## src/rtl/motoro3_ramp_ctrl.sv

```systemverilog
// motoro3_ramp_ctrl: soft-start / soft-stop sequencer for the three-phase driver.
// Turns a run/stop level and a target frequency into the bridge enable and a
// frequency set-point that moves in saturating steps once per ramp tick.
// Emergency stop forces the bridge off and latches a fault until the
// command source has also dropped its run request.
module motoro3_ramp_ctrl #(
   parameter int FREQ_W   = 16,
   parameter int STEP_W   = 8,
   parameter int TICK_DIV = 10000,
   parameter int FREQ_MIN = 10
) (
   input  logic              clk,
   input  logic              nRst,
   input  logic              cmdRun,
   input  logic [FREQ_W-1:0] cmdTarget,
   input  logic [STEP_W-1:0] rampStep,
   input  logic              estop,
   output logic              m3start,
   output logic [FREQ_W-1:0] m3freq,
   output logic              busy,
   output logic              atSpeed,
   output logic              fault
);

   localparam int                CNT_W    = $clog2(TICK_DIV);
   localparam logic [CNT_W-1:0]  CNT_LAST = CNT_W'(TICK_DIV - 1);
   localparam logic [FREQ_W-1:0] F_MIN    = FREQ_W'(FREQ_MIN);

   typedef enum logic [2:0] {
      ST_IDLE   = 3'd0,
      ST_START  = 3'd1,
      ST_RAMPUP = 3'd2,
      ST_RUN    = 3'd3,
      ST_RAMPDN = 3'd4,
      ST_FAULT  = 3'd5
   } state_t;

   // Add at FREQ_W+1 bits and clamp to full scale instead of wrapping.
   function automatic logic [FREQ_W-1:0] sat_add(input logic [FREQ_W-1:0] a,
                                                 input logic [FREQ_W:0]   b);
      logic [FREQ_W:0] w;
      w = {1'b0, a} + b;
      return w[FREQ_W] ? {FREQ_W{1'b1}} : w[FREQ_W-1:0];
   endfunction

   // Subtract at FREQ_W+1 bits and clamp to zero on borrow.
   function automatic logic [FREQ_W-1:0] sat_sub(input logic [FREQ_W-1:0] a,
                                                 input logic [FREQ_W:0]   b);
      logic [FREQ_W:0] w;
      w = {1'b0, a} - b;
      return w[FREQ_W] ? {FREQ_W{1'b0}} : w[FREQ_W-1:0];
   endfunction

   state_t              state_r, state_nxt_s;
   logic [FREQ_W-1:0]   freq_r, freq_nxt_s;
   logic [FREQ_W-1:0]   goal_r, goal_nxt_s;
   logic [CNT_W-1:0]    cnt_r;
   logic                cnt_clr_s;
   logic                tick_s;
   logic [FREQ_W:0]     step_s;
   logic [FREQ_W-1:0]   tgt_s;
   logic [FREQ_W-1:0]   up_val_s, dn_val_s;
   logic                up_land_s, dn_land_s;
   logic                stop_s;
   logic                start_nxt_s, busy_nxt_s, at_speed_nxt_s, fault_nxt_s;

   // A zero step would stall the ramp, so it is promoted to one.
   assign step_s    = (rampStep == {STEP_W{1'b0}}) ? {{FREQ_W{1'b0}}, 1'b1}
                                                   : (FREQ_W+1)'(rampStep);
   assign tgt_s     = (cmdTarget < F_MIN) ? F_MIN : cmdTarget;
   assign tick_s    = (cnt_r == CNT_LAST);
   assign up_val_s  = sat_add(freq_r, step_s);
   assign dn_val_s  = sat_sub(freq_r, step_s);
   assign up_land_s = (up_val_s >= goal_r);
   assign dn_land_s = (dn_val_s <= goal_r);
   // Ramp-down is a full stop (not a retarget) when running is no longer requested.
   assign stop_s    = !cmdRun && (goal_r == F_MIN);
   assign m3freq    = freq_r;

   // Ramp tick divider: free-running, restarted whenever START, RAMPDN or FAULT is entered.
   always_ff @(posedge clk or negedge nRst) begin
      if (!nRst) begin
         cnt_r <= {CNT_W{1'b0}};
      end else if (cnt_clr_s || tick_s) begin
         cnt_r <= {CNT_W{1'b0}};
      end else begin
         cnt_r <= cnt_r + CNT_W'(1);
      end
   end

   // State, set-point, goal and output registers.
   always_ff @(posedge clk or negedge nRst) begin
      if (!nRst) begin
         state_r <= ST_IDLE;
         freq_r  <= {FREQ_W{1'b0}};
         goal_r  <= {FREQ_W{1'b0}};
         m3start <= 1'b0;
         busy    <= 1'b0;
         atSpeed <= 1'b0;
         fault   <= 1'b0;
      end else begin
         state_r <= state_nxt_s;
         freq_r  <= freq_nxt_s;
         goal_r  <= goal_nxt_s;
         m3start <= start_nxt_s;
         busy    <= busy_nxt_s;
         atSpeed <= at_speed_nxt_s;
         fault   <= fault_nxt_s;
      end
   end

   // Next state and datapath; emergency stop overrides every other transition.
   always_comb begin
      state_nxt_s = state_r;
      freq_nxt_s  = freq_r;
      goal_nxt_s  = goal_r;
      if (estop) begin
         state_nxt_s = ST_FAULT;
         freq_nxt_s  = {FREQ_W{1'b0}};
      end else begin
         case (state_r)
            ST_IDLE: begin
               if (cmdRun && (cmdTarget >= F_MIN)) begin
                  state_nxt_s = ST_START;
                  freq_nxt_s  = F_MIN;
                  goal_nxt_s  = tgt_s;
               end else begin
                  freq_nxt_s  = {FREQ_W{1'b0}};
               end
            end
            ST_START: begin
               if (goal_r == F_MIN) begin
                  state_nxt_s = ST_RUN;
               end else begin
                  state_nxt_s = ST_RAMPUP;
               end
            end
            ST_RAMPUP: begin
               if (!tick_s) begin
                  state_nxt_s = ST_RAMPUP;
               end else if (!cmdRun) begin
                  goal_nxt_s  = F_MIN;
                  state_nxt_s = ST_RAMPDN;
               end else if (up_land_s) begin
                  freq_nxt_s  = goal_r;
                  state_nxt_s = ST_RUN;
               end else begin
                  freq_nxt_s  = up_val_s;
               end
            end
            ST_RUN: begin
               if (!tick_s) begin
                  state_nxt_s = ST_RUN;
               end else if (!cmdRun) begin
                  goal_nxt_s  = F_MIN;
                  state_nxt_s = ST_RAMPDN;
               end else if (tgt_s > freq_r) begin
                  goal_nxt_s  = tgt_s;
                  state_nxt_s = ST_RAMPUP;
               end else if (tgt_s < freq_r) begin
                  goal_nxt_s  = tgt_s;
                  state_nxt_s = ST_RAMPDN;
               end else begin
                  state_nxt_s = ST_RUN;
               end
            end
            ST_RAMPDN: begin
               // A stop first lands on FREQ_MIN and switches off on the following tick.
               if (!tick_s) begin
                  state_nxt_s = ST_RAMPDN;
               end else if (!dn_land_s) begin
                  freq_nxt_s  = dn_val_s;
               end else if (stop_s && (freq_r == goal_r)) begin
                  freq_nxt_s  = {FREQ_W{1'b0}};
                  state_nxt_s = ST_IDLE;
               end else if (stop_s) begin
                  freq_nxt_s  = goal_r;
                  state_nxt_s = ST_RAMPDN;
               end else begin
                  freq_nxt_s  = goal_r;
                  state_nxt_s = ST_RUN;
               end
            end
            ST_FAULT: begin
               freq_nxt_s = {FREQ_W{1'b0}};
               if (!cmdRun) begin
                  state_nxt_s = ST_IDLE;
               end else begin
                  state_nxt_s = ST_FAULT;
               end
            end
            default: begin
               state_nxt_s = ST_IDLE;
               freq_nxt_s  = {FREQ_W{1'b0}};
               goal_nxt_s  = {FREQ_W{1'b0}};
            end
         endcase
      end
   end

   // Tick divider restarts on entry into the states that begin a timed phase.
   assign cnt_clr_s = (state_nxt_s != state_r) &&
                      ((state_nxt_s == ST_START) || (state_nxt_s == ST_RAMPDN) ||
                       (state_nxt_s == ST_FAULT));

   // Status outputs decoded from the upcoming state, then registered.
   always_comb begin
      start_nxt_s    = 1'b0;
      busy_nxt_s     = 1'b1;
      at_speed_nxt_s = 1'b0;
      fault_nxt_s    = 1'b0;
      case (state_nxt_s)
         ST_IDLE:   busy_nxt_s     = 1'b0;
         ST_START:  start_nxt_s    = 1'b1;
         ST_RAMPUP: start_nxt_s    = 1'b1;
         ST_RUN: begin
            start_nxt_s    = 1'b1;
            at_speed_nxt_s = 1'b1;
         end
         ST_RAMPDN: start_nxt_s    = 1'b1;
         ST_FAULT:  fault_nxt_s    = 1'b1;
         default:   busy_nxt_s     = 1'b0;
      endcase
   end

endmodule
```

## config.mk

```make
export PLATFORM = sky130hd
export DESIGN_NAME = motoro3_ramp_ctrl
export DESIGN_NICKNAME = d
export VERILOG_FILES = /design/src/rtl/motoro3_ramp_ctrl.sv
export SDC_FILE = /design/constraint.sdc
export NUM_CORES = 1
export LEC_CHECK = 0
export BUFFER_PORTS_ARGS = -buffer_cell sky130_fd_sc_hd__buf_2
export CORE_ASPECT_RATIO = 1.25
export CORE_UTILIZATION = 35
export CTS_CLUSTER_SIZE = 8
export DETAILED_ROUTE_END_ITERATION = 12
export PLACE_DENSITY = 0.63
export SKIP_LAST_GASP = 1
export SLEW_MARGIN = 20
export SYNTH_ARGS = -nofsm -noshare
export SYNTH_HDL_FRONTEND = slang
export SYNTH_SLANG_ARGS = --single-unit
export TNS_END_PERCENT = 30
```

## constraint.sdc

```tcl
create_clock -name clk -period 4.85 [get_ports clk]
set_input_delay 0.97 -clock clk [delete_from_list [all_inputs] [get_ports clk]]
set_output_delay 0.97 -clock clk [all_outputs]
set_load 0.01 [all_outputs]
```

======== After elaboration in Yosys (flattened, before gate mapping) ========
Cells that the tools add are included.
storage, ports and cells
  bits in registers ....................... 53
  input port bits ......................... 28
  output and inout port bits .............. 20
operators by class
  add/subtract/negate cells ............... 3
  $lt $le $gt $ge ......................... 6
  equality and inequality tests ........... 23
  mux-type cells .......................... 42
  bitwise operators ....................... 2
  reduce and logical (&&, ||, !) cells .... 16
operators with widths
  kind                   number
  $mux 16                17
  $pmux 16 s4            2
  $mux 3                 14
  $pmux 3 s6             1
  $add 16x8->17          1
  $sub 16x8->17          1
  $eq 16x16->1           1
  $eq 16x4->1 const B    1
  $ge 16x16->1           1
  $ge 16x4->1 const B    1
  $gt 16x16->1           1
  $le 16x16->1           1
  $lt 16x16->1           1
  $lt 16x4->1 const B    1
  $add 14x1->14 const B  1
  $eq 14x14->1 const B   1
  $mux 14                1
  $eq 3x2->1 const B     4
  $eq 3x3->1 const B     4
  $ne 3x3->1 const B     3
  $logic_not 8->1        1
  $mux 8                 1
  $ne 2x2->1 const B     4
  $reduce_and 7->1       1
  other kinds (16)       27

======== Longest topological paths before layout ========
Gate-level depths: netlist (run 1).
  depth after elaboration ................. 16
  gate-level depth with buffers ........... 24
  mapped depth without buffers ............ 21

======== Worst setup path before layout (run 1) ========
No wires, ideal clock.
  kind .................................... input port to flip-flop
  start point ............................. in rampStep[4]
  end point ............................... reg cnt_r[8]
  library setup time ...................... 0.087 ns
  arrival time ............................ 5.598 ns
  data required time ...................... 4.763 ns
  path slack .............................. -0.834 ns
  stages on the path ...................... 21
  buffers on the path ..................... 3
  cells stage by stage .................... nor4_1 -> a41o_1 -> ha_1 -> inv_1 -> fa_1 -> a21o_1 -> a21o_1 -> a21oi_1 -> or2_1 -> and3_1 -> clkbuf_1 -> clkbuf_1 -> nor2_1 -> ha_1 -> nand4_1 -> nor4_1 -> nor2_1 -> a211oi_1 -> a2111oi_4 -> buf_6 -> a211oi_2
on the way
  longest elaborated chain between the ends .. 16
  elaborated cells between the ends (all ways) .. 24
  those cells by class .................... add/sub: 2; order compare: 2; eq/ne: 4; mux: 11; reduce/logical: 5
RTL lines
  what                                      RTL line  text
  start, declared                           16        input logic [STEP_W-1:0] rampStep,
  $logic_not 8->1                           68        assign step_s = (rampStep == {STEP_W{1'b0}}) ? {{FREQ_W{1'b0}}, 1'b1}
  $mux 8 *                                  68
  $add 16x8->17                             42        w = {1'b0, a} + b;
  $mux 16                                   43        return w[FREQ_W] ? {FREQ_W{1'b1}} : w[FREQ_W-1:0];
  $ge 16x16->1                              74        assign up_land_s = (up_val_s >= goal_r);
  $mux 3                                    144       end else if (up_land_s) begin
  $mux 3                                    141       end else if (!cmdRun) begin
  $mux 3                                    139       if (!tick_s) begin
  $pmux 3 s6 *                              121       case (state_r)
  $mux 3 *                                  117       if (estop) begin
  $eq 3x1->1 or $eq 3x3->1 (tied branches)  203       ((state_nxt_s == ST_START) || (state_nxt_s == ST_RAMPDN) ||
  $logic_or 1x1->1 (2 in a row)             203
  $logic_and 1x1->1 *                       202       assign cnt_clr_s = (state_nxt_s != state_r) &&
  $logic_or 1x1->1 *                        84        end else if (cnt_clr_s || tick_s) begin
  $mux 14 *                                 84
  end signal, assigned                      83        cnt_r <= {CNT_W{1'b0}};
  end signal, assigned                      85        cnt_r <= {CNT_W{1'b0}};
  end signal, assigned                      87        cnt_r <= cnt_r + CNT_W'(1);
  end, declared                             57        logic [CNT_W-1:0] cnt_r;
Mark *: on every way between the ends. The rest lies on a longest branch, timed or not.
A chain may end at the register's enable or synchronous reset.

======== Worst setup path in the final report (run 1) ========
  start point ............................. in rampStep[4]
  end point ............................... reg cnt_r[5]
Same word-level chain as after synthesis.

==> results.cfg, run 1 <==
[finish]
layout-drive-gt1-share_pct = 27.5
syn2layout_area_growth_pct = 26.4
fin_area_um2 = 6980
utilization_pct = 45.0
antennaDiodeCount = 0
layoutNonFillerInstCount = 1015
final_cell_mix = buf_4 (101), ha_1 (64), inv_1 (53), dfrtp_1 (53), nor2_1 (52)
fill_cells = 1554
regArea_um2 = 1330
final_common_cell = buf_4
final_net_count = 897
multiInputGateArea_um2 = 3960

[detailed_routing]
drtPass1Iterations = 5
routedWlPerCell_um = 18.2
vias_per_cell = 5.54
drt-total-wl_mm = 18.4
num_vias = 5624
drc = 0
drt-initial-drc-count = 364
final_antenna_net_count = 0

[clock_tree]
numCtsBuffers = 5
cts_tree = built
clk_latency_ps = 310
path_clk_slew_ps = 80
cts-root-buf = clkbuf_16
cts_hold_buf = 0
cts_max_path_buffers = 2
cts.htree.levels = 2
cts.sinks = 53

[timing]
final_hold_viol_count = 0
finalMaxSlewViolations = 0
fin_crit_ps = 5250
slew_headroom_pct = 29.2
fin_skew_ps = 6.58
fin_ws_ps = -400
setup_viol = 32
finalCritPeriodShare_pct = 108
hold_ws_ps = 488
tightest_slew_ps = 1060
fmax_mhz = 190
rsz0062_at_grt = true
fin_setup_tns_ps = -9270

[pwr]
p_leak_nw = 3.27
ir_drop_mv = 0.147
total_power_mw = 1.87
power_density_nw_per_um2 = 268

[logic_synthesis]
synthAdderAreaFrac_pct = 15.5
ys_types = 72
synthSimpleGateAreaFrac_pct = 21.4
synth.largest_area_cell = dfrtp_1
netlist.area_leader.share_pct = 24.0
synth_top_family_by_area = compound AO/OA/AOI/OAI gates
synth_compound_area_share_pct = 22.9
synth_xor_area_share_pct = 6.98
syn_area_um2 = 5520
ys.flop_type = dfrtp_1
ys_ff_latch = 53
synth_warnings = 0
syn-num-nets = 787
synth_edf_count = 0
syn_avg_cell_area_um2 = 7.98
syn_inst = 692
ys_seq_area_share_pct = 24.0
synth_area_leaders = dfrtp_1 (24%), ha_1 (15%), a21oi_1 (4.3%), nor2_1 (3.8%), xor2_1 (3.8%)
synthArstFlopShare_pct = 100
synth.mux.area_fraction_pct = 1.77

[setup_path]
path_buf_inv = 5
r2r_slack_ps = 220
crit_fanout = 7
regToRegEndpoint = cnt_r[5]
critPathCaptureType = flop
crit_top_cell = a21oi_2
worst_path_largest_cell_delay_ps = 390
cp_data_required_time_ps = 5050
critPathTopFamily = compound AO/OA/AOI/OAI gates
startpoint_type = input port
r2r_start = m3freq[0]
crit_type = input port to flop
worstRegToRegCells = 19
crit_arrival_ps = 5450
cp_num_cells = 23
path_cells = buf_6, nor4_4, a41o_1, ha_2, inv_2, fa_2, a21o_1, a21o_1, a21oi_2, buf_4, o211ai_1, mux2i_2, ha_1, a21oi_2, nand2_1, a221oi_2, o211a_1, o21ai_4, and3_4, a2111oi_4, buf_4, clkbuf_16, a21oi_2
cpMaxStageDelayCell = a2111oi_4

[floorplanning]
rows = 51
fp.dieH_um = 142
core_um2 = 15500
fp.dieArea_um2 = 16300
die_w_um = 114
pin_count = 48
start_util_pct = 35.6

[placed_design]
gp_congestion = 0.959
place_inst = 1003
placed_cell_area_um2 = 6660
hpwl_mm = 14.3
place_ws_ps = -886
port_buffers = 47

[outcome]
outcome = finished with violations
violations = negative setup slack

[grt]
grt_first_pass_wirelength_mm = 28.9
grt_usage_pct = 23.2
antenna_found_initial = 0
grt_pass1_vias = 5449
grt_overflow = 0
grt_start_max_net_pins = 48

[hold_path]
hp-class = input port to asynchronous set/reset pin

[job]
maxCapViolations = 0
[timing repair]
item	4_1_cts	5_1_grt
endpoints found under the hold margin	0	0
gates resized for setup	22	12
cloned	1	0
pin swaps	14	13
endpoints found under the setup margin	35	36
setup buffers	2	2
[worst max-delay path by stage]
stage                endpoint         from
floorplan            cnt_r[8]  rampStep[4]
CTS                  cnt_r[4]  rampStep[4]
global route         cnt_r[5]  rampStep[4]
global placement    cnt_r[13]  rampStep[4]
detailed placement  cnt_r[13]  rampStep[4]
finish               cnt_r[5]  rampStep[4]
[cells by family after synthesis]
family                   Yosys count
multiplexers                       9
buffers and inverters            105
AO/OA/AOI/OAI                    183
XOR/XNOR                          44
adder cells (fa/ha/maj)           67
flip-flops                        53
AND/OR/NAND/NOR                  231
[layout make-up]
type | instances | area share [%]
repair buffers | 151 | 15.2
flip-flops and latches | 53 | 19.0
well taps | 212 | 3.80
clock inverters | 3 | 0.412
clock buffers | 5 | 1.79
multi-input cells | 534 | 56.7
inverters | 57 | 3.06
[layer usage]
layer | part of all wire [%] | up-vias | GRT usage [%]
met1 | 42 | 2679 | 28.2
met3 | 4.0 | 45 | 2.00
met5 | 0 | - | 0
met2 | 51 | 202 | 41.6
li1 | - | 2698 | -
met4 | 3.2 | 0 | 9.84
[flip-flops by register name, indices dropped and copies added (netlist names)]
register,flops
state_r,3
fault,1
cnt_r,14
atSpeed,1
m3start,1
goal_r,16
m3freq,16
busy,1
[Yosys cell counts, types with 6 or more instances]
cell / n
ha_1: 65
dfrtp_1: 53
o221ai_1: 6
nand4_1: 13
a21oi_1: 47
nand3_1: 29
xnor2_1: 20
clkbuf_1: 40
a21o_1: 11
nand2_1: 49
nor3_1: 15
o21ai_1: 9
a21oi_2: 8
a211oi_1: 12
nand2b_1: 11
nor2_1: 56
nor4_1: 13
xor2_1: 24
and3_1: 6
inv_1: 54
mux2_2: 6
o21ai_0: 34
or3_1: 12
[power by group]
part           total, mW  internal (mW)  switching (mW)
combinational      0.862          0.365           0.497
sequential         0.608          0.503           0.105
clock              0.398          0.199           0.199
No activity file was read; power rests on OpenSTA's default activity.
==> inputs of run 2 (changes only) <==
--- a/config.mk
+++ b/config.mk
@@ -7,6 +7,7 @@
 export LEC_CHECK = 0
 export BUFFER_PORTS_ARGS = -buffer_cell sky130_fd_sc_hd__buf_2
 export CORE_ASPECT_RATIO = 1.25
+export CORE_MARGIN = 1.5
 export CORE_UTILIZATION = 35
 export CTS_CLUSTER_SIZE = 8
 export DETAILED_ROUTE_END_ITERATION = 12
==> results.cfg, run 2 (synthesis gave the netlist of run 1 again) <==
[hold_path]
hp-class = flop to flop

[grt]
top_usage_layer = met2
antenna_found_initial = 0
grt_use_met3_pct = 2.66
grt_use_met1_pct = 27.6
grt_start_max_net_pins = 54
grt_pass1_vias = 5414
grt_overflow = 0
grt_first_pass_wirelength_mm = 28.6
met2_usage_pct = 38.4
grt_usage_pct = 22.4

[detailed_routing]
drtPass1Iterations = 5
vias_per_cell = 5.38
drt-total-wl_mm = 18.0
drc = 0
drt-initial-drc-count = 480
routedWlPerCell_um = 17.5
final_antenna_net_count = 0
num_vias = 5531

[pwr]
ir_drop_mv = 0.182
power_density_nw_per_um2 = 263
p_leak_nw = 3.35

[placed_design]
port_buffers = 47
placed_cell_area_um2 = 6690
gp_congestion = 0.935
hpwl_mm = 14.1

[finish]
final_cell_mix = buf_4 (111), ha_1 (62), inv_1 (53), dfrtp_1 (53), nor2_1 (51)
layout-drive-gt1-share_pct = 29.3
utilization_pct = 46.2
fin_area_um2 = 7160
final_common_cell = buf_4
syn2layout_area_growth_pct = 29.7
final_net_count = 910
antennaDiodeCount = 0
fill_cells = 1545

[setup_path]
crit_arrival_ps = 5390
critPathCaptureType = flop
crit_type = input port to flop
startpoint_type = input port
crit_fanout = 7
cp_data_required_time_ps = 5040

[clock_tree]
cts_hold_buf = 0
cts_max_path_buffers = 2
clk_latency_ps = 310
path_clk_slew_ps = 70
cts.htree.levels = 2
cts.sinks = 53
cts_tree = built
numCtsBuffers = 5
cts-root-buf = clkbuf_16

[floorplanning]
die_w_um = 115
pin_count = 48
fp.dieH_um = 143
rows = 51
start_util_pct = 35.6
core_um2 = 15500
fp.dieArea_um2 = 16500

[timing]
setup_viol = 34
final_hold_viol_count = 0
hold_ws_ps = 503
slew_headroom_pct = 29.3
finalCritPeriodShare_pct = 107
rsz0062_at_grt = true
fin_skew_ps = 9.89
fin_ws_ps = -352
fmax_mhz = 192
tightest_slew_ps = 1060
finalMaxSlewViolations = 0
fin_crit_ps = 5200

[outcome]
outcome = finished with violations
violations = negative setup slack

[job]
maxCapViolations = 0
[run 2: cell types whose count changed in the layout (fill, tap and decap cells not counted), moves of 2 or more]
cell,before,now
nor2b_1,5,2
buf_12,1,3
a31oi_2,2,0
buf_4,101,111
ha_1,64,62
nor2b_4,0,2
[run 2: through the flow]
| stage | cells | setup slack, ps | setup TNS [ps] | power (mW) |
|---|---|---|---|---|
| final | 1028 | -352 | -8250 | 1.89 |
| after global routing | 1028 | -604 | -17220 | 2.00 |
| after CTS | 1022 | -332 | -7510 | 1.86 |
| after detailed placement | 1006 | -729 | -21410 | 1.42 |
| after global placement | 1006 | -721 | -21200 | 1.41 |
| after floorplan | 692 | -332 | -6630 | 1.11 |
[run 2: power breakdown]
| part | internal [mW] | switching [mW] |
|---|---|---|
| clock network | 0.199 | 0.192 |
| registers | 0.503 | 0.105 |
| logic | 0.381 | 0.507 |
[run 2: critical path: stages]
cell	delay [ps]
buf_2	80
inv_1	50
a41o_1	250
buf_4	130
ha_2	170
fa_1	380
nand2b_1	110
a21oi_2	70
o21bai_1	170
a21oi_2	110
buf_4	160
or3_1	300
nand3_1	130
ha_1	230
and2_1	150
a221oi_1	250
o21ai_1	130
buf_4	170
a211oi_4	300
o41a_1	270
a31oi_4	120
a2111oi_4	300
buf_4	180
clkbuf_16	150
a21oi_2	50
[run 2: path summary, 6_finish.rpt]
check | from | endpoint | slack, ps | depth (start not counted)
max | rampStep[3] | cnt_r[11] | -350 | 25
min in group asynchronous | nRst | goal_r[15] | 790 | 2
min reg2reg | cnt_r[0] | cnt_r[0] | 500 | 1
max reg2reg | m3freq[0] | cnt_r[11] | 350 | 21
min | cnt_r[0] | cnt_r[0] | 500 | 1
max in group asynchronous | nRst | cnt_r[13] | 3560 | 2
[run 2: layer usage]
| layer | vias to the layer above | part of all wire, % |
|---|---|---|
| li1 | 2729 | - |
| met2 | 165 | 49 |
| met4 | 0 | 4.8 |
| met5 | - | 0 |
| met1 | 2579 | 42 |
| met3 | 58 | 4.0 |
[run 2: layout make-up]
cell class	instances	area (um2)	share of cell area [%]
multi-input combinational	534	4020	56.1
sequential	53	1330	18.5
timing repair buffer	164	1190	16.6
tap	212	265	3.70
inverter	57	214	2.99
clock buffer	5	125	1.75
clock inverter	3	28.8	0.402
[run 2: what timing repair did]
item                       4_1_cts  5_1_grt
cloned                           2        0
buffers inserted                 6        8
setup endpoints to repair       33       36
pin swaps                       11       21
gates resized for setup         31       15
